## src/rtl/fp_align_add.sv

```systemverilog
`default_nettype none
// +----------------------------------------------------------------------------+
// | Module   : fp_align_add                                                    |
// | Purpose  : Two-stage align-and-add front half of the single-precision FP   |
// |            adder. Stage 1 unpacks, classifies and orders the operands by   |
// |            magnitude; stage 2 aligns the smaller mantissa (with sticky)    |
// |            and adds or subtracts it from the larger one.                   |
// | Revision : 1.0  initial release                                            |
// +----------------------------------------------------------------------------+
module fp_align_add #(
  parameter int EXP_W  = 8,
  parameter int FRAC_W = 23,
  parameter int EXT_W  = 8
) (
  input  logic                        clk,
  input  logic                        rst_n,
  input  logic                        flush,
  input  logic                        in_valid,
  output logic                        in_ready,
  input  logic [EXP_W+FRAC_W:0]       A,
  input  logic [EXP_W+FRAC_W:0]       B,
  output logic                        out_valid,
  input  logic                        out_ready,
  output logic [EXP_W+FRAC_W:0]       outA,
  output logic [EXP_W+FRAC_W:0]       outB,
  output logic                        signA,
  output logic                        signB,
  output logic                        ANaN,
  output logic                        BNaN,
  output logic                        Ainf,
  output logic                        Binf,
  output logic                        Azero,
  output logic                        Bzero,
  output logic                        alignedSign,
  output logic [EXP_W-1:0]            exponentOut,
  output logic [FRAC_W+EXT_W:0]       alignedResult,
  output logic                        carryOut
);

  localparam int WORD_W = 1 + EXP_W + FRAC_W;
  localparam int MANT_W = 1 + FRAC_W;
  localparam int RES_W  = MANT_W + EXT_W;
  localparam int DIFF_W = 6;

  typedef struct packed {
    logic [WORD_W-1:0] a;
    logic [WORD_W-1:0] b;
    logic              a_nan, b_nan, a_inf, b_inf, a_zero, b_zero;
    logic              big_sign;
    logic              eff_sub;
    logic [EXP_W-1:0]  big_exp;
    logic [MANT_W-1:0] big_mant;
    logic [MANT_W-1:0] small_mant;
    logic [DIFF_W-1:0] diff;
  } s1_t;

  typedef struct packed {
    logic [WORD_W-1:0] a;
    logic [WORD_W-1:0] b;
    logic              a_nan, b_nan, a_inf, b_inf, a_zero, b_zero;
    logic              sign;
    logic [EXP_W-1:0]  exp;
    logic [RES_W-1:0]  res;
    logic              carry;
  } s2_t;

  logic s1_valid_q, s1_valid_d, s2_valid_q, s2_valid_d;
  s1_t  s1_q, s1_d;
  s2_t  s2_q, s2_d;
  logic s1_adv, accept;

  // Handshake: a stage moves forward when the one after it is empty or moving.
  assign s1_adv   = s1_valid_q && (!s2_valid_q || out_ready);
  assign in_ready = !s1_valid_q || s1_adv;
  assign accept   = in_valid && in_ready && !flush;

  // Stage 1 datapath: unpack, classify, order by magnitude, exponent distance.
  logic [EXP_W-1:0]  exp_a, exp_b, eff_a, eff_b, exp_diff;
  logic [FRAC_W-1:0] frac_a, frac_b;
  logic [MANT_W-1:0] mant_a, mant_b;
  logic              a_is_big;
  always_comb begin
    exp_a    = A[WORD_W-2:FRAC_W];
    exp_b    = B[WORD_W-2:FRAC_W];
    frac_a   = A[FRAC_W-1:0];
    frac_b   = B[FRAC_W-1:0];
    // Subnormals behave as exponent 1 with no hidden bit.
    eff_a    = (exp_a == '0) ? EXP_W'(1) : exp_a;
    eff_b    = (exp_b == '0) ? EXP_W'(1) : exp_b;
    mant_a   = {(exp_a != '0), frac_a};
    mant_b   = {(exp_b != '0), frac_b};
    a_is_big = {eff_a, mant_a} >= {eff_b, mant_b};
    exp_diff = a_is_big ? (eff_a - eff_b) : (eff_b - eff_a);

    s1_d = s1_q;
    if (accept) begin
      s1_d.a          = A;
      s1_d.b          = B;
      s1_d.a_nan      = (exp_a == '1) && (frac_a != '0);
      s1_d.b_nan      = (exp_b == '1) && (frac_b != '0);
      s1_d.a_inf      = (exp_a == '1) && (frac_a == '0);
      s1_d.b_inf      = (exp_b == '1) && (frac_b == '0);
      s1_d.a_zero     = (exp_a == '0) && (frac_a == '0);
      s1_d.b_zero     = (exp_b == '0) && (frac_b == '0);
      s1_d.big_sign   = a_is_big ? A[WORD_W-1] : B[WORD_W-1];
      s1_d.eff_sub    = A[WORD_W-1] ^ B[WORD_W-1];
      s1_d.big_exp    = a_is_big ? eff_a : eff_b;
      s1_d.big_mant   = a_is_big ? mant_a : mant_b;
      s1_d.small_mant = a_is_big ? mant_b : mant_a;
      // Any shift of RES_W or more leaves only sticky, so cap the distance there.
      s1_d.diff       = (exp_diff > EXP_W'(RES_W)) ? DIFF_W'(RES_W) : exp_diff[DIFF_W-1:0];
    end
  end

  // Stage 2 datapath: align smaller mantissa with sticky, then add/subtract.
  logic [2*RES_W-1:0] shift_wide;
  logic [RES_W-1:0]   big_ext, small_aligned, mag_diff;
  logic [RES_W:0]     mag_sum;
  logic               sticky;
  always_comb begin
    big_ext       = {s1_q.big_mant, {EXT_W{1'b0}}};
    // Low half of the wide shift collects every bit pushed past bit 0.
    shift_wide    = {s1_q.small_mant, {EXT_W{1'b0}}, {RES_W{1'b0}}} >> s1_q.diff;
    sticky        = |shift_wide[RES_W-1:0];
    small_aligned = {shift_wide[2*RES_W-1:RES_W+1], shift_wide[RES_W] | sticky};
    mag_sum       = {1'b0, big_ext} + {1'b0, small_aligned};
    mag_diff      = big_ext - small_aligned;

    s2_d = s2_q;
    if (s1_adv) begin
      s2_d.a      = s1_q.a;
      s2_d.b      = s1_q.b;
      s2_d.a_nan  = s1_q.a_nan;
      s2_d.b_nan  = s1_q.b_nan;
      s2_d.a_inf  = s1_q.a_inf;
      s2_d.b_inf  = s1_q.b_inf;
      s2_d.a_zero = s1_q.a_zero;
      s2_d.b_zero = s1_q.b_zero;
      s2_d.exp    = s1_q.big_exp;
      if (s1_q.eff_sub) begin
        s2_d.res   = mag_diff;
        s2_d.carry = 1'b0;
        // Exact cancellation yields +0.
        s2_d.sign  = (mag_diff == '0) ? 1'b0 : s1_q.big_sign;
      end else begin
        s2_d.res   = mag_sum[RES_W-1:0];
        s2_d.carry = mag_sum[RES_W];
        s2_d.sign  = s1_q.big_sign;
      end
    end
  end

  // Stage occupancy: flush wins over everything, then load/drain.
  always_comb begin
    s1_valid_d = s1_valid_q;
    s2_valid_d = s2_valid_q;
    if (flush) begin
      s1_valid_d = 1'b0;
      s2_valid_d = 1'b0;
    end else begin
      if (accept)         s1_valid_d = 1'b1;
      else if (s1_adv)    s1_valid_d = 1'b0;
      if (s1_adv)         s2_valid_d = 1'b1;
      else if (out_ready) s2_valid_d = 1'b0;
    end
  end

  // Pipeline registers with asynchronous clear.
  always_ff @(posedge clk or negedge rst_n) begin
    if (!rst_n) begin
      s1_valid_q <= 1'b0;
      s2_valid_q <= 1'b0;
      s1_q       <= '0;
      s2_q       <= '0;
    end else begin
      s1_valid_q <= s1_valid_d;
      s2_valid_q <= s2_valid_d;
      s1_q       <= s1_d;
      s2_q       <= s2_d;
    end
  end

  assign out_valid     = s2_valid_q;
  assign outA          = s2_q.a;
  assign outB          = s2_q.b;
  assign signA         = s2_q.a[WORD_W-1];
  assign signB         = s2_q.b[WORD_W-1];
  assign ANaN          = s2_q.a_nan;
  assign BNaN          = s2_q.b_nan;
  assign Ainf          = s2_q.a_inf;
  assign Binf          = s2_q.b_inf;
  assign Azero         = s2_q.a_zero;
  assign Bzero         = s2_q.b_zero;
  assign alignedSign   = s2_q.sign;
  assign exponentOut   = s2_q.exp;
  assign alignedResult = s2_q.res;
  assign carryOut      = s2_q.carry;

endmodule
`default_nettype wire

```

## config.mk

```make
export PLATFORM = sky130hd
export DESIGN_NAME = fp_align_add
export DESIGN_NICKNAME = d
export VERILOG_FILES = /design/src/rtl/fp_align_add.sv
export SDC_FILE = /design/constraint.sdc
export NUM_CORES = 1
export LEC_CHECK = 0
export CAP_MARGIN = 20
export CORE_UTILIZATION = 50
export DETAILED_ROUTE_END_ITERATION = 16
export GPL_TIMING_DRIVEN = 0
export HOLD_SLACK_MARGIN = 0.08
export PLACE_DENSITY = 0.75
export SYNTH_ARGS = -nofsm -noshare
export SYNTH_HDL_FRONTEND = slang
export SYNTH_SLANG_ARGS = --single-unit
```

## constraint.sdc

```tcl
create_clock -name clk -period 5.1 [get_ports clk]
set_clock_uncertainty 0.05 [all_clocks]
set_input_delay 0.765 -clock clk [delete_from_list [all_inputs] [get_ports clk]]
set_output_delay 0.765 -clock clk [all_outputs]
set_load 0.02 [all_outputs]
```

==> impl_summary.log, run 1 <==
[metrics] leakage power summed over all cells: approximately 9.5 nW
[metrics] clock edge transition at the registers on the reported setup and hold paths: about 60 ps
[metrics] number of antenna violations at the first check in global routing: 1
[metrics] Top FF cell, synth: sky130_fd_sc_hd__dfrtp_1
[metrics] # Max-Cap Violations: 0
[metrics] clock latency reported for the late side of the worst-skew pair: around 590 ps
[metrics] async set or reset register ratio after synthesis: 1.000
[metrics] number of antenna diodes: 0
[metrics] placed cells: about 2.5k
[metrics] final worst-path cycle share: 1.193
[metrics] share of synthesized area occupied by flip-flops and latches: 0.3613
[metrics] filler instances: about 2.8k
[metrics] global-route wire length before repair: 96390 um
[metrics] largest vdd supply drop: between 0.3 and 0.4 mV
[metrics] relative contribution of the clock network to total power: 0.225
[metrics] Slew HR: 0.2669
[metrics] number of core rows: 67
[metrics] flop-to-flop setup slack: -990 ps
[metrics] number of iterations in the first detailed-routing pass: 5
[metrics] post-layout minimum cycle time: 6085 ps
[metrics] setup repair after global routing missed its margin: true
[metrics] Final TNS setup: -5738 ps
[metrics] worst hold path depth: 2
[metrics] count of pins on the block boundary: 185
[metrics] design internal power: around 5.8 mW
[metrics] kind of start point of the critical path: flip-flop
[metrics] Critical Path RT: between 5000 and 6000 ps
[metrics] DRC: 0
[metrics] Sequential Area: between 6000 and 7000 um^2
[metrics] vias in the first global route: 15.95k
[metrics] Design Power: 9.779 mW
[metrics] post-synthesis instance total: roughly 1.9k
[metrics] 1st-iter DRT viols: between 1k and 1.5k
[metrics] pin count of the biggest net entering global routing: roughly 110
[metrics] combined area of the multi-input logic cells: roughly 11000 um^2
[metrics] DIE HEIGHT: 187.3 um
[metrics] number of standard cells in the final layout excluding fillers: between 2k and 3k
[metrics] depth of the most critical reg-to-reg path: 22
[metrics] proportion of power drawn by flip-flops and latches: 0.278
[metrics] wire length reported by the detailed router: roughly 64000 um
[metrics] Crit Path Max Fanout: 10
[metrics] net count of the finished layout: about 2.3k
[metrics] overall die width: roughly 190 um
[metrics] aggregate global routing overflow: 0
[metrics] endpoint arrival time on the critical path: 6490 ps
[metrics] class of the most critical hold timing path: flip-flop to flip-flop
[metrics] Synthesized Nets: 2046
[metrics] growth of design area from synthesis to finish: 27.50%
[metrics] Max Freq: about 160 MHz
[metrics] Worst-Margin Slew: ~1100 ps
[metrics] routed wire length per instance: approximately 24 um
[metrics] Bufs on Longest Clock Path: 3
[metrics] PwrDens: 446.6 nW/um^2
[metrics] starting utilization of the core area: 0.5097
[metrics] critical path capture point type: flip-flop
[metrics] count of buffers inserted at the top-level ports: 184
[metrics] Final Setup Violations: 13
[metrics] DR vias: approximately 16k
[metrics] run status: finished with violations
[metrics] number of nets with antenna violations after routing: 0
[metrics] switching share of power: 0.4106
[metrics] worst setup slack after layout: -985.4 ps
[metrics] EDFF count, synth: 0
[metrics] detailed-route vias per instance: slightly above 6
[metrics] final hold viol count: 0
[metrics] mean post-synth cell area: ~9 um^2
[metrics] synthesized flop and latch total: 248
[metrics] share of total power in combinational logic: 0.497
[metrics] Max Slew Vio Count: 0
[metrics] HPWL after detailed placement: ~48000 um
[metrics] CTS tree: built
[metrics] Core Region: about 34000 um^2
[metrics] share of final-layout standard cells stronger than drive strength 1: 0.1976
[metrics] number of warnings reported in the yosys synthesis log: 0
[metrics] CTS Buf Count: 28
[metrics] number of clock sinks seen by CTS: 248
[metrics] All-Layer GR Usage: 0.3583
[metrics] path type of the worst setup path: flip-flop to flip-flop
[metrics] total standard cell area after synthesis: around 17000 um^2
[metrics] number of H-tree levels: 1
[metrics] violations in the final reports: setup timing
[metrics] root buffer cell: sky130_fd_sc_hd__clkbuf_16
[metrics] DP Worst Slack: -2670 ps
[metrics] routability congestion estimate from global placement: 0.9889
[metrics] distinct cell type count of the synthesized netlist: slightly below 100
[metrics] Die Footprint: between 30000 and 40000 um^2
[metrics] switching power total: 4.015 mW
## final cells by class
class,count,share of cell area
sequential,248,0.2836
multi-input combinational,1395,0.4888
buffer,122,0.03080
timing repair buffer,237,0.1062
inverter,107,0.01846
clock buffer,32,0.03405
clock inverter,20,0.01246
tap,448,0.02560
## registers in the layout, summed over array words and instances (netlist names), 8 cells and up
signal	flops
exponentOut	8
s1_q	110
outA	32
outB	32
alignedResult	32
big_ext	24
## routing by layer
metal,vias to the layer above,track usage,part of all wire
met5,-,0,0
met2,831,0.5775,0.46
li1,7257,-,-
met4,0,0.1327,0.041
met1,7997,0.4733,0.42
met3,160,0.07692,0.085
## power groups by stage
stage | clock [mW] | sequential, mW | combinational (mW)
6_report | 2.20 | 2.72 | 4.86
5_1_grt | 2.30 | 2.77 | 5.15
4_1_cts | 2.22 | 2.71 | 4.56
3_5_place_dp | 0 | 2.72 | 4.20
3_3_place_gp | 0 | 2.71 | 4.17
2_1_floorplan | 0 | 2.94 | 2.37
## metrics by stage
stage            util  hold slack (ps)  area [um^2]
5_1_grt        0.6498            448.4        21900
4_1_cts        0.6375            430.8        21480
6_report       0.6498            420.9        21900
3_5_place_dp   0.5842            417.2        19690
3_3_place_gp   0.5825            407.9        19630
2_1_floorplan       -            394.6        17230
## synthesized netlist by cell type (14+ instances only)
| cell | instances | area [um^2] |
|---|---|---|
| sky130_fd_sc_hd__a21o_1 | 31 | 232.7 |
| sky130_fd_sc_hd__xor2_1 | 14 | 122.6 |
| sky130_fd_sc_hd__mux2_2 | 121 | 1363 |
| sky130_fd_sc_hd__nor2b_1 | 21 | 131.4 |
| sky130_fd_sc_hd__a21oi_1 | 117 | 585.6 |
| sky130_fd_sc_hd__o21ai_0 | 179 | 895.9 |
| sky130_fd_sc_hd__dfrtp_1 | 248 | 6206 |
| sky130_fd_sc_hd__nor2_1 | 125 | 469.2 |
| sky130_fd_sc_hd__xnor2_1 | 31 | 271.5 |
| sky130_fd_sc_hd__nand4_1 | 21 | 131.4 |
| sky130_fd_sc_hd__nand2b_1 | 22 | 137.6 |
| sky130_fd_sc_hd__clkbuf_1 | 94 | 352.8 |
| sky130_fd_sc_hd__nor3_1 | 35 | 175.2 |
| sky130_fd_sc_hd__nand2_1 | 211 | 792.0 |
| sky130_fd_sc_hd__o211ai_1 | 14 | 105.1 |
| sky130_fd_sc_hd__nand3_1 | 22 | 110.1 |
| sky130_fd_sc_hd__mux2i_1 | 63 | 630.6 |
| sky130_fd_sc_hd__mux4_2 | 24 | 540.5 |
| sky130_fd_sc_hd__nor4_1 | 27 | 168.9 |
| sky130_fd_sc_hd__ha_1 | 95 | 1189 |
| sky130_fd_sc_hd__inv_1 | 100 | 375.4 |
| sky130_fd_sc_hd__a31oi_1 | 14 | 87.58 |
## what timing repair did
| item | 4_1_cts | 5_1_grt |
|---|---|---|
| endpoints found under the setup margin | 86 | 46 |
| cloned | 2 | 1 |
| gates resized for setup | 132 | 72 |
| hold buffers | 1 | 0 |
| pin swaps | 29 | 52 |
| buffers inserted | 37 | 11 |
| hold endpoints to repair | 33 | 0 |
## critical path, cell delays in order (launching register included)
cell                        delay (ps)
sky130_fd_sc_hd__dfrtp_1           370
sky130_fd_sc_hd__buf_6             150
sky130_fd_sc_hd__buf_12            150
sky130_fd_sc_hd__buf_12            140
sky130_fd_sc_hd__mux2i_1           140
sky130_fd_sc_hd__a22o_1            350
sky130_fd_sc_hd__o32ai_2           490
sky130_fd_sc_hd__nand2_1           230
sky130_fd_sc_hd__ha_1              340
sky130_fd_sc_hd__buf_2             210
sky130_fd_sc_hd__nor2_1             70
sky130_fd_sc_hd__or4_1             460
sky130_fd_sc_hd__a2111oi_4         360
sky130_fd_sc_hd__o221ai_1          170
sky130_fd_sc_hd__a2111oi_1         350
sky130_fd_sc_hd__o211ai_1          230
sky130_fd_sc_hd__nor4_2            320
sky130_fd_sc_hd__and4_1            250
sky130_fd_sc_hd__nand4_1           190
sky130_fd_sc_hd__a2111oi_4         280
sky130_fd_sc_hd__nand4_1           240
sky130_fd_sc_hd__and4bb_1          320
sky130_fd_sc_hd__a31oi_1            80
## worst paths after layout
kind                                     to             start
setup / recovery                alignedSign           s1_q[0]
hold / removal             alignedResult[7]  alignedResult[7]
setup reg to reg                alignedSign           s1_q[0]
hold reg to reg            alignedResult[7]  alignedResult[7]
max in group asynchronous           s1_q[8]             rst_n
min in group asynchronous       alignedSign             rst_n
## cells by family after synthesis
family | count (synthesis) | share of synthesized area
buffers and inverters | 236 | 0.05675
XOR/XNOR | 45 | 0.02295
AO/OA/AOI/OAI | 492 | 0.1834
AND/OR/NAND/NOR | 542 | 0.1477
adder cells (fa/ha/maj) | 98 | 0.07270
flip-flops | 248 | 0.3613
multiplexers | 218 | 0.1552
## cell usage in the layout, fill, tap and decap left out, types with 8 or more instances in the layout
cell type and count:
sky130_fd_sc_hd__dfrtp_1 244, sky130_fd_sc_hd__nand2_1 208, sky130_fd_sc_hd__clkdlybuf4s50_1 183, sky130_fd_sc_hd__o21ai_0 157, sky130_fd_sc_hd__mux2_2 121, sky130_fd_sc_hd__nor2_1 121
sky130_fd_sc_hd__a21oi_1 103, sky130_fd_sc_hd__inv_1 98, sky130_fd_sc_hd__ha_1 88, sky130_fd_sc_hd__clkbuf_1 77, sky130_fd_sc_hd__mux2i_1 55, sky130_fd_sc_hd__buf_4 47
sky130_fd_sc_hd__nor3_1 31, sky130_fd_sc_hd__a21o_1 31, sky130_fd_sc_hd__xnor2_1 29, sky130_fd_sc_hd__clkbuf_16 29, sky130_fd_sc_hd__mux4_2 24, sky130_fd_sc_hd__nand2b_1 22
sky130_fd_sc_hd__nand3_1 21, sky130_fd_sc_hd__nand4_1 21, sky130_fd_sc_hd__nor4_1 20, sky130_fd_sc_hd__o21ai_1 20, sky130_fd_sc_hd__nor2b_1 19, sky130_fd_sc_hd__o211ai_1 14
sky130_fd_sc_hd__a21oi_2 13, sky130_fd_sc_hd__a31oi_1 12, sky130_fd_sc_hd__buf_6 11, sky130_fd_sc_hd__xor2_1 11, sky130_fd_sc_hd__o21bai_1 10, sky130_fd_sc_hd__or3_1 9
sky130_fd_sc_hd__or2_2 9, sky130_fd_sc_hd__and3_1 8, sky130_fd_sc_hd__buf_1 8
No activity file was read; power rests on OpenSTA's default activity.
==> inputs of run 2 (changes only) <==
--- a/config.mk
+++ b/config.mk
@@ -6,11 +6,10 @@
 export NUM_CORES = 1
 export LEC_CHECK = 0
 export CAP_MARGIN = 20
-export CORE_UTILIZATION = 50
+export CORE_UTILIZATION = 25
 export DETAILED_ROUTE_END_ITERATION = 16
 export GPL_TIMING_DRIVEN = 0
 export HOLD_SLACK_MARGIN = 0.08
-export PLACE_DENSITY = 0.75
 export SYNTH_ARGS = -nofsm -noshare
 export SYNTH_HDL_FRONTEND = slang
 export SYNTH_SLANG_ARGS = --single-unit
==> run 2 against run 1 <==
Effect of this change: the flow still finishes with violations (setup timing); sequential cell count stayed put; total power increased by 0.50%; first-iteration DRC count down 6.8%; die area grew 99%; combinational power grew 1%; sequential share of layout area fell by 0.97 points; non-clock buffer count is 13 higher; worst hold slack gained 8.0 ps; register-to-register slack lost 160 ps; highest routed layer unchanged; via count decreased by 1.9%; setup slack worse by 160 ps; critical endpoint unchanged; design area is 3.5% higher.
==> impl_summary.log, run 2 (synthesis gave the netlist of run 1 again) <==
[metrics] run status: finished with violations
[metrics] violations in the final reports: setup timing
[metrics] endpoint arrival time on the critical path: ~6700 ps
[metrics] critical-path cell with the highest stage delay: sky130_fd_sc_hd__or4_4
[metrics] detailed-route vias per instance: 5.223
[metrics] cell class contributing the biggest share of worst-path delay: compound AO/OA/AOI/OAI gates
[metrics] 1st-iter DRT viols: around 1.2k
[metrics] number of clock sinks seen by CTS: ~250
[metrics] final worst-path cycle share: 1.224
[metrics] number of nets with antenna violations after routing: 0
[metrics] starting utilization of the core area: 0.2544
[metrics] CTS Buf Count: 31
[metrics] routability congestion estimate from global placement: ~0.95
[metrics] number of H-tree levels: 1
[metrics] pin count of the biggest net entering global routing: around 120
[metrics] DR vias: about 16k
[metrics] count of buffers inserted at the top-level ports: ~180
[metrics] routed wire length per instance: 22.78 um
[metrics] class of the most critical hold timing path: flip-flop to flip-flop
[metrics] leakage power summed over all cells: roughly 9.6 nW
[metrics] overall die width: 264.1 um
[metrics] vias in the first global route: between 15k and 20k
[metrics] switching power total: between 4 and 5 mW
[metrics] RR Startpoint: s1_q[3]
[metrics] Crit Path Max Fanout: 8
[metrics] share of final-layout standard cells stronger than drive strength 1: 0.2103
[metrics] Design Power: 9.827 mW
[metrics] number of iterations in the first detailed-routing pass: 8
[metrics] setup repair after global routing missed its margin: true
[metrics] Die Footprint: roughly 70000 um^2
[metrics] critical path capture point type: flip-flop
[metrics] critical path's largest stage delay: ~550 ps
[metrics] Worst-Margin Slew: between 1000 and 1500 ps
[metrics] share of total power in combinational logic: 0.501
[metrics] Critical Path RT: 5520 ps
[metrics] flip-flop count of the largest register after layout: 110
[metrics] CTS tree: built
[metrics] Max Slew Vio Count: 0
[metrics] PwrDens: roughly 430 nW/um^2
[metrics] Final TNS setup: -6011 ps
[metrics] number of core rows: 95
[metrics] net count of the finished layout: ~2.3k
[metrics] number of antenna violations at the first check in global routing: 0
[metrics] clock edge transition at the registers on the reported setup and hold paths: roughly 60 ps
[metrics] cell area reported after detailed placement: 20270 um^2
[metrics] DIE HEIGHT: between 200 and 300 um
[metrics] relative contribution of the clock network to total power: 0.218
[metrics] cell mode on critical path: sky130_fd_sc_hd__a2111oi_4
[metrics] CP bufs+invs: 3
[metrics] fin area: 22660 um^2
[metrics] Max Freq: between 150 and 200 MHz
[metrics] most frequent cells in the layout: sky130_fd_sc_hd__dfrtp_1 (247), sky130_fd_sc_hd__nand2_1 (202), sky130_fd_sc_hd__clkdlybuf4s50_1 (183), sky130_fd_sc_hd__o21ai_0 (152), sky130_fd_sc_hd__mux2_2 (121)
[metrics] switching share of power: 0.4200
[metrics] clock latency reported for the late side of the worst-skew pair: approximately 610 ps
[metrics] global-route wire length before repair: about 100000 um
[metrics] # Max-Cap Violations: 0
[metrics] path type of the worst setup path: flip-flop to flip-flop
[metrics] Bufs on Longest Clock Path: 3
[metrics] count of pins on the block boundary: approximately 190
[metrics] wire length reported by the detailed router: around 70000 um
[metrics] All-Layer GR Usage: 0.1947
[metrics] DRC: 0
[metrics] largest vdd supply drop: around 0.28 mV
[metrics] post-layout minimum cycle time: between 6000 and 7000 ps
[metrics] launch point of the critical path: s1_q[3]
[metrics] HPWL after detailed placement: around 55000 um
[metrics] commonest non-fill, non-tap cell in the layout: sky130_fd_sc_hd__dfrtp_1
[metrics] growth of design area from synthesis to finish: 31.96%
[metrics] root buffer cell: sky130_fd_sc_hd__clkbuf_16
[metrics] design internal power: roughly 5.7 mW
[metrics] Biggest register: s1_q
[metrics] worst setup slack after layout: -1142 ps
[metrics] hold path startpoint: s1_q[59]
[metrics] final hold viol count: 0
[metrics] proportion of power drawn by flip-flops and latches: 0.281
[metrics] kind of start point of the critical path: flip-flop
[metrics] Core Region: 67510 um^2
[metrics] Slew HR: 0.2562
[metrics] number of antenna diodes: 0
[metrics] cells traversed along the worst timing path: buf_6 > buf_8 > mux4_2 > mux2_4 > nor3b_2 > a31oi_2 > or4_4 > a2111oi_4 > a31oi_4 > inv_4 > ha_2 > nand2_1 > a21o_1 > a2111oi_4 > o221ai_2 > a2111oi_2 > o211ai_1 > nor4_2 > and4_1 > nand4_1 > a2111oi_4 > nand4_1 > and4bb_1 > a31oi_1
[metrics] DP Worst Slack: -2906 ps
[metrics] Final Setup Violations: 13
[metrics] aggregate global routing overflow: 0
==> run 2: worst register-to-register path: stages, from the launching register on <==
cell and delay, ps:
sky130_fd_sc_hd__dfrtp_1 450, sky130_fd_sc_hd__buf_6 180, sky130_fd_sc_hd__buf_8 130, sky130_fd_sc_hd__mux4_2 360, sky130_fd_sc_hd__mux2_4 310, sky130_fd_sc_hd__nor3b_2 180
sky130_fd_sc_hd__a31oi_2 60, sky130_fd_sc_hd__or4_4 550, sky130_fd_sc_hd__a2111oi_4 400, sky130_fd_sc_hd__a31oi_4 170, sky130_fd_sc_hd__inv_4 120, sky130_fd_sc_hd__ha_2 200
sky130_fd_sc_hd__nand2_1 60, sky130_fd_sc_hd__a21o_1 190, sky130_fd_sc_hd__a2111oi_4 230, sky130_fd_sc_hd__o221ai_2 150, sky130_fd_sc_hd__a2111oi_2 350, sky130_fd_sc_hd__o211ai_1 270
sky130_fd_sc_hd__nor4_2 340, sky130_fd_sc_hd__and4_1 250, sky130_fd_sc_hd__nand4_1 200, sky130_fd_sc_hd__a2111oi_4 280, sky130_fd_sc_hd__nand4_1 210, sky130_fd_sc_hd__and4bb_1 340
sky130_fd_sc_hd__a31oi_1 90
==> run 2: repair_timing <==
item / CTS / global route
gates cloned: 0 / 2
pin swaps: 30 / 46
setup buffers: 33 / 27
gates resized for setup: 142 / 107
hold buffers: 1 / 0
endpoints found under the hold margin: 28 / 0
setup endpoints to repair: 88 / 73
==> run 2: area by class of cell <==
type	instances	area, um^2
multi-input cells	1395	10830
repair buffers	251	2484
flip-flops and latches	248	6207
well taps	873	1092
clock inverters	15	137.6
clock buffers	41	853.3
inverters	107	406.6
plain buffers	121	655.6
fillers	6974	44850
==> run 2: worst paths after layout <==
kind / to / slack, ps / cells after the start
hold / removal: s1_q[59] / 430 / 2
max in group asynchronous: outB[1] / 3080 / 4
setup / recovery: alignedSign / -1140 / 24
min in group asynchronous: alignedResult[28] / 570 / 2
hold reg to reg: s1_q[59] / 430 / 2
setup reg to reg: alignedSign / -1140 / 24
==> run 2: layer usage <==
metal / track usage / part of all wire / vias to the layer above / wire [um]
met5: 0 / 0 / - / 0
met3: 0.03505 / 0.066 / 116 / 4606
met2: 0.3154 / 0.45 / 597 / 31620
met1: 0.2625 / 0.44 / 7937 / 30880
met4: 0.05861 / 0.035 / 0 / 2403
li1: - / - / 7286 / -
==> run 2: power by group through the flow <==
stage                     clock network [mW]  logic [mW]  registers (mW)
after detailed placement                   0        4.27            2.77
final                                   2.15        4.92            2.76
after global routing                    2.29        5.25            2.81
after CTS                               2.20        4.65            2.75
after global placement                     0        4.26            2.75
after floorplan                            0        2.37            2.94
==> run 2: stage by stage <==
step / hold slack, ps / util / cells
final: 428.8 / 0.3357 / 3051
after global routing: 459.5 / 0.3357 / 3051
after CTS: 434.7 / 0.3270 / 3025
after detailed placement: 419.7 / 0.3002 / 2941
after global placement: 410.7 / 0.2986 / 2936
after floorplan: 394.6 / - / 1879
==> inputs of run 3 (changes only) <==
--- a/config.mk
+++ b/config.mk
@@ -8,7 +8,7 @@
 export CAP_MARGIN = 20
 export CORE_UTILIZATION = 25
 export DETAILED_ROUTE_END_ITERATION = 16
-export GPL_TIMING_DRIVEN = 0
+export GPL_TIMING_DRIVEN = 1
 export HOLD_SLACK_MARGIN = 0.08
 export SYNTH_ARGS = -nofsm -noshare
 export SYNTH_HDL_FRONTEND = slang
==> run 3 against run 2 <==
Effect of this change: the run still ends with setup timing left; non-clock buffer count is 189 higher; register-to-register slack better by 470 ps; setup slack better by 470 ps.
==> impl_summary.log, run 3 (synthesis gave the netlist of run 1 again) <==
[metrics] number of iterations in the first detailed-routing pass: 5
[metrics] leakage power summed over all cells: 10.72 nW
[metrics] Core Region: slightly below 70000 um^2
[metrics] aggregate global routing overflow: 0
[metrics] worst setup slack after layout: -667.2 ps
[metrics] commonest non-fill, non-tap cell in the layout: sky130_fd_sc_hd__buf_4
[metrics] wire length reported by the detailed router: around 66000 um
[metrics] Bufs on Longest Clock Path: 3
[metrics] starting utilization of the core area: 0.2544
[metrics] count of pins on the block boundary: ~190
[metrics] routed wire length per instance: 20.39 um
[metrics] cell area reported after detailed placement: about 22000 um^2
[metrics] most frequent cells in the layout: sky130_fd_sc_hd__buf_4 (361), sky130_fd_sc_hd__dfrtp_1 (246), sky130_fd_sc_hd__nand2_1 (206), sky130_fd_sc_hd__clkdlybuf4s50_1 (183), sky130_fd_sc_hd__o21ai_0 (158)
[metrics] Final Setup Violations: 9
[metrics] class of the most critical hold timing path: primary input to async pin
[metrics] 1st-iter DRT viols: 1384
[metrics] Die Footprint: between 60000 and 70000 um^2
[metrics] largest vdd supply drop: approximately 0.36 mV
[metrics] number of core rows: between 90 and 100
[metrics] path type of the worst setup path: flip-flop to flip-flop
[metrics] net count of the finished layout: roughly 2.5k
[metrics] critical-path cell with the highest stage delay: sky130_fd_sc_hd__or4_4
[metrics] flip-flop count of the largest register after layout: between 100 and 150
[metrics] launch point of the critical path: s1_q[0]
[metrics] post-layout minimum cycle time: slightly below 6000 ps
[metrics] run status: finished with violations
[metrics] number of clock sinks seen by CTS: ~250
[metrics] Worst-Margin Slew: between 900 and 1000 ps
[metrics] All-Layer GR Usage: 0.1866
[metrics] pin count of the biggest net entering global routing: between 100 and 150
[metrics] final hold viol count: 0
[metrics] count of buffers inserted at the top-level ports: 184
[metrics] critical path capture point type: flip-flop
[metrics] share of final-layout standard cells stronger than drive strength 1: 0.2904
[metrics] Slew HR: 0.3349
[metrics] routability congestion estimate from global placement: slightly above 0.9
[metrics] DR vias: 16.12k
[metrics] Critical Path RT: ~5500 ps
[metrics] combined area of the multi-input logic cells: between 10000 and 15000 um^2
[metrics] filler instances: a little under 7k
[metrics] Biggest register: s1_q
[metrics] clock latency reported for the late side of the worst-skew pair: between 600 and 700 ps
[metrics] overall die width: around 260 um
[metrics] DP Worst Slack: -1181 ps
[metrics] growth of design area from synthesis to finish: 39.87%
[metrics] fin area: approximately 24000 um^2
[metrics] # Max-Cap Violations: 0
[metrics] PwrDens: 431.5 nW/um^2
[metrics] clock edge transition at the registers on the reported setup and hold paths: approximately 60 ps
[metrics] quantity of hold-fixing buffers added after cts: 0
[metrics] Sequential Area: 6211 um^2
[metrics] number of H-tree levels: 1
[metrics] HPWL after detailed placement: 52400 um
[metrics] root buffer cell: sky130_fd_sc_hd__clkbuf_16
[metrics] RR Startpoint: s1_q[0]
[metrics] number of nets with antenna violations after routing: 0
[metrics] final standard cell utilization of the core: 0.3558
[metrics] kind of start point of the critical path: flip-flop
[metrics] Max Slew Vio Count: 0
[metrics] vias in the first global route: 16.54k
[metrics] Crit Path Max Fanout: 5
[metrics] final worst-path cycle share: 1.131
[metrics] detailed-route vias per instance: 4.976
[metrics] CTS tree: built
[metrics] number of antenna violations at the first check in global routing: 5
[metrics] setup repair after global routing missed its margin: true
[metrics] cells traversed along the worst timing path: buf_12 > mux4_2 > mux2_4 > nor3b_2 > a31oi_1 > or4_4 > a2111oi_4 > a31oi_4 > inv_2 > ha_4 > or4b_4 > or3b_4 > o31ai_4 > xor2_2 > nor3_1 > nand4_1 > a2111oi_2 > buf_4 > nand4_1 > and4bb_1 > a31oi_1
[metrics] endpoint arrival time on the critical path: 6180 ps
[metrics] Max Freq: 173.4 MHz
[metrics] DRC: 0
[metrics] CTS Buf Count: 30
[metrics] critical path's largest stage delay: 550 ps
[metrics] violations in the final reports: setup timing
[metrics] global-route wire length before repair: about 100000 um
[metrics] DIE HEIGHT: between 200 and 300 um
run 3: path summary, 6_finish.rpt:
| check | end | slack, ps | cells after the start |
|---|---|---|---|
| max | alignedSign | -670 | 21 |
| min | alignedResult[27] | 200 | 1 |
| max reg2reg | alignedSign | -670 | 21 |
| min reg2reg | alignedResult[15] | 430 | 2 |
| max in group asynchronous | s1_q[16] | 3610 | 2 |
| min in group clk | alignedResult[15] | 430 | 2 |
run 3: timing repair:
item / in CTS / in global routing
pin swaps: 25 / 35
setup endpoints to repair: 17 / 19
gates resized for setup: 58 / 58
endpoints found under the hold margin: 0 / 0
buffers inserted: 11 / 7
gates cloned: 0 / 0
run 3: final cells by class:
cell class              count  area share
diodes                      1   0.0001042
well taps                 873     0.04547
flip-flops and latches    248      0.2585
inverters                 107     0.01672
multi-input cells        1395      0.4360
clock inverters            12    0.007135
clock buffers              43     0.03661
repair buffers            561      0.1994
run 3: critical path: cells and delay by family, from the launching register on:
| kind | cells | cell delay (ps) |
|---|---|---|
| AO/OA/AOI/OAI | 6 | 1220 |
| XOR/XNOR | 1 | 120 |
| adder cells (fa/ha/maj) | 1 | 120 |
| buffers and inverters | 3 | 400 |
| flip-flops | 1 | 450 |
| multiplexers | 2 | 800 |
| AND/OR/NAND/NOR | 8 | 2470 |
run 3: routing by layer:
layer | up-vias | global-route usage | wire length, um
met5 | - | 0 | 36
met4 | 6 | 0.03960 | 1365
met3 | 79 | 0.02927 | 3442
met2 | 481 | 0.3057 | 30300
met1 | 7898 | 0.2578 | 30930
li1 | 7657 | - | -
run 3: per-stage QoR:
step | power (mW) | std cells | hold WS [ps] | setup TNS [ps]
2_1_floorplan | 5.306 | 1879 | 394.6 | -560.7
3_3_place_gp | 7.761 | 3167 | 409.4 | -8790
3_5_place_dp | 7.797 | 3167 | 421.7 | -8992
4_1_cts | 10.27 | 3233 | 217.0 | -3429
5_1_grt | 10.95 | 3239 | 243.0 | -5836
6_report | 10.37 | 3240 | 196.7 | -3132
run 3: power breakdown:
part           leakage (nW)  internal [mW]  switching [mW]
clock                 0.508           1.35           0.919
sequential             3.06           2.38           0.343
combinational          7.15           2.54            2.83
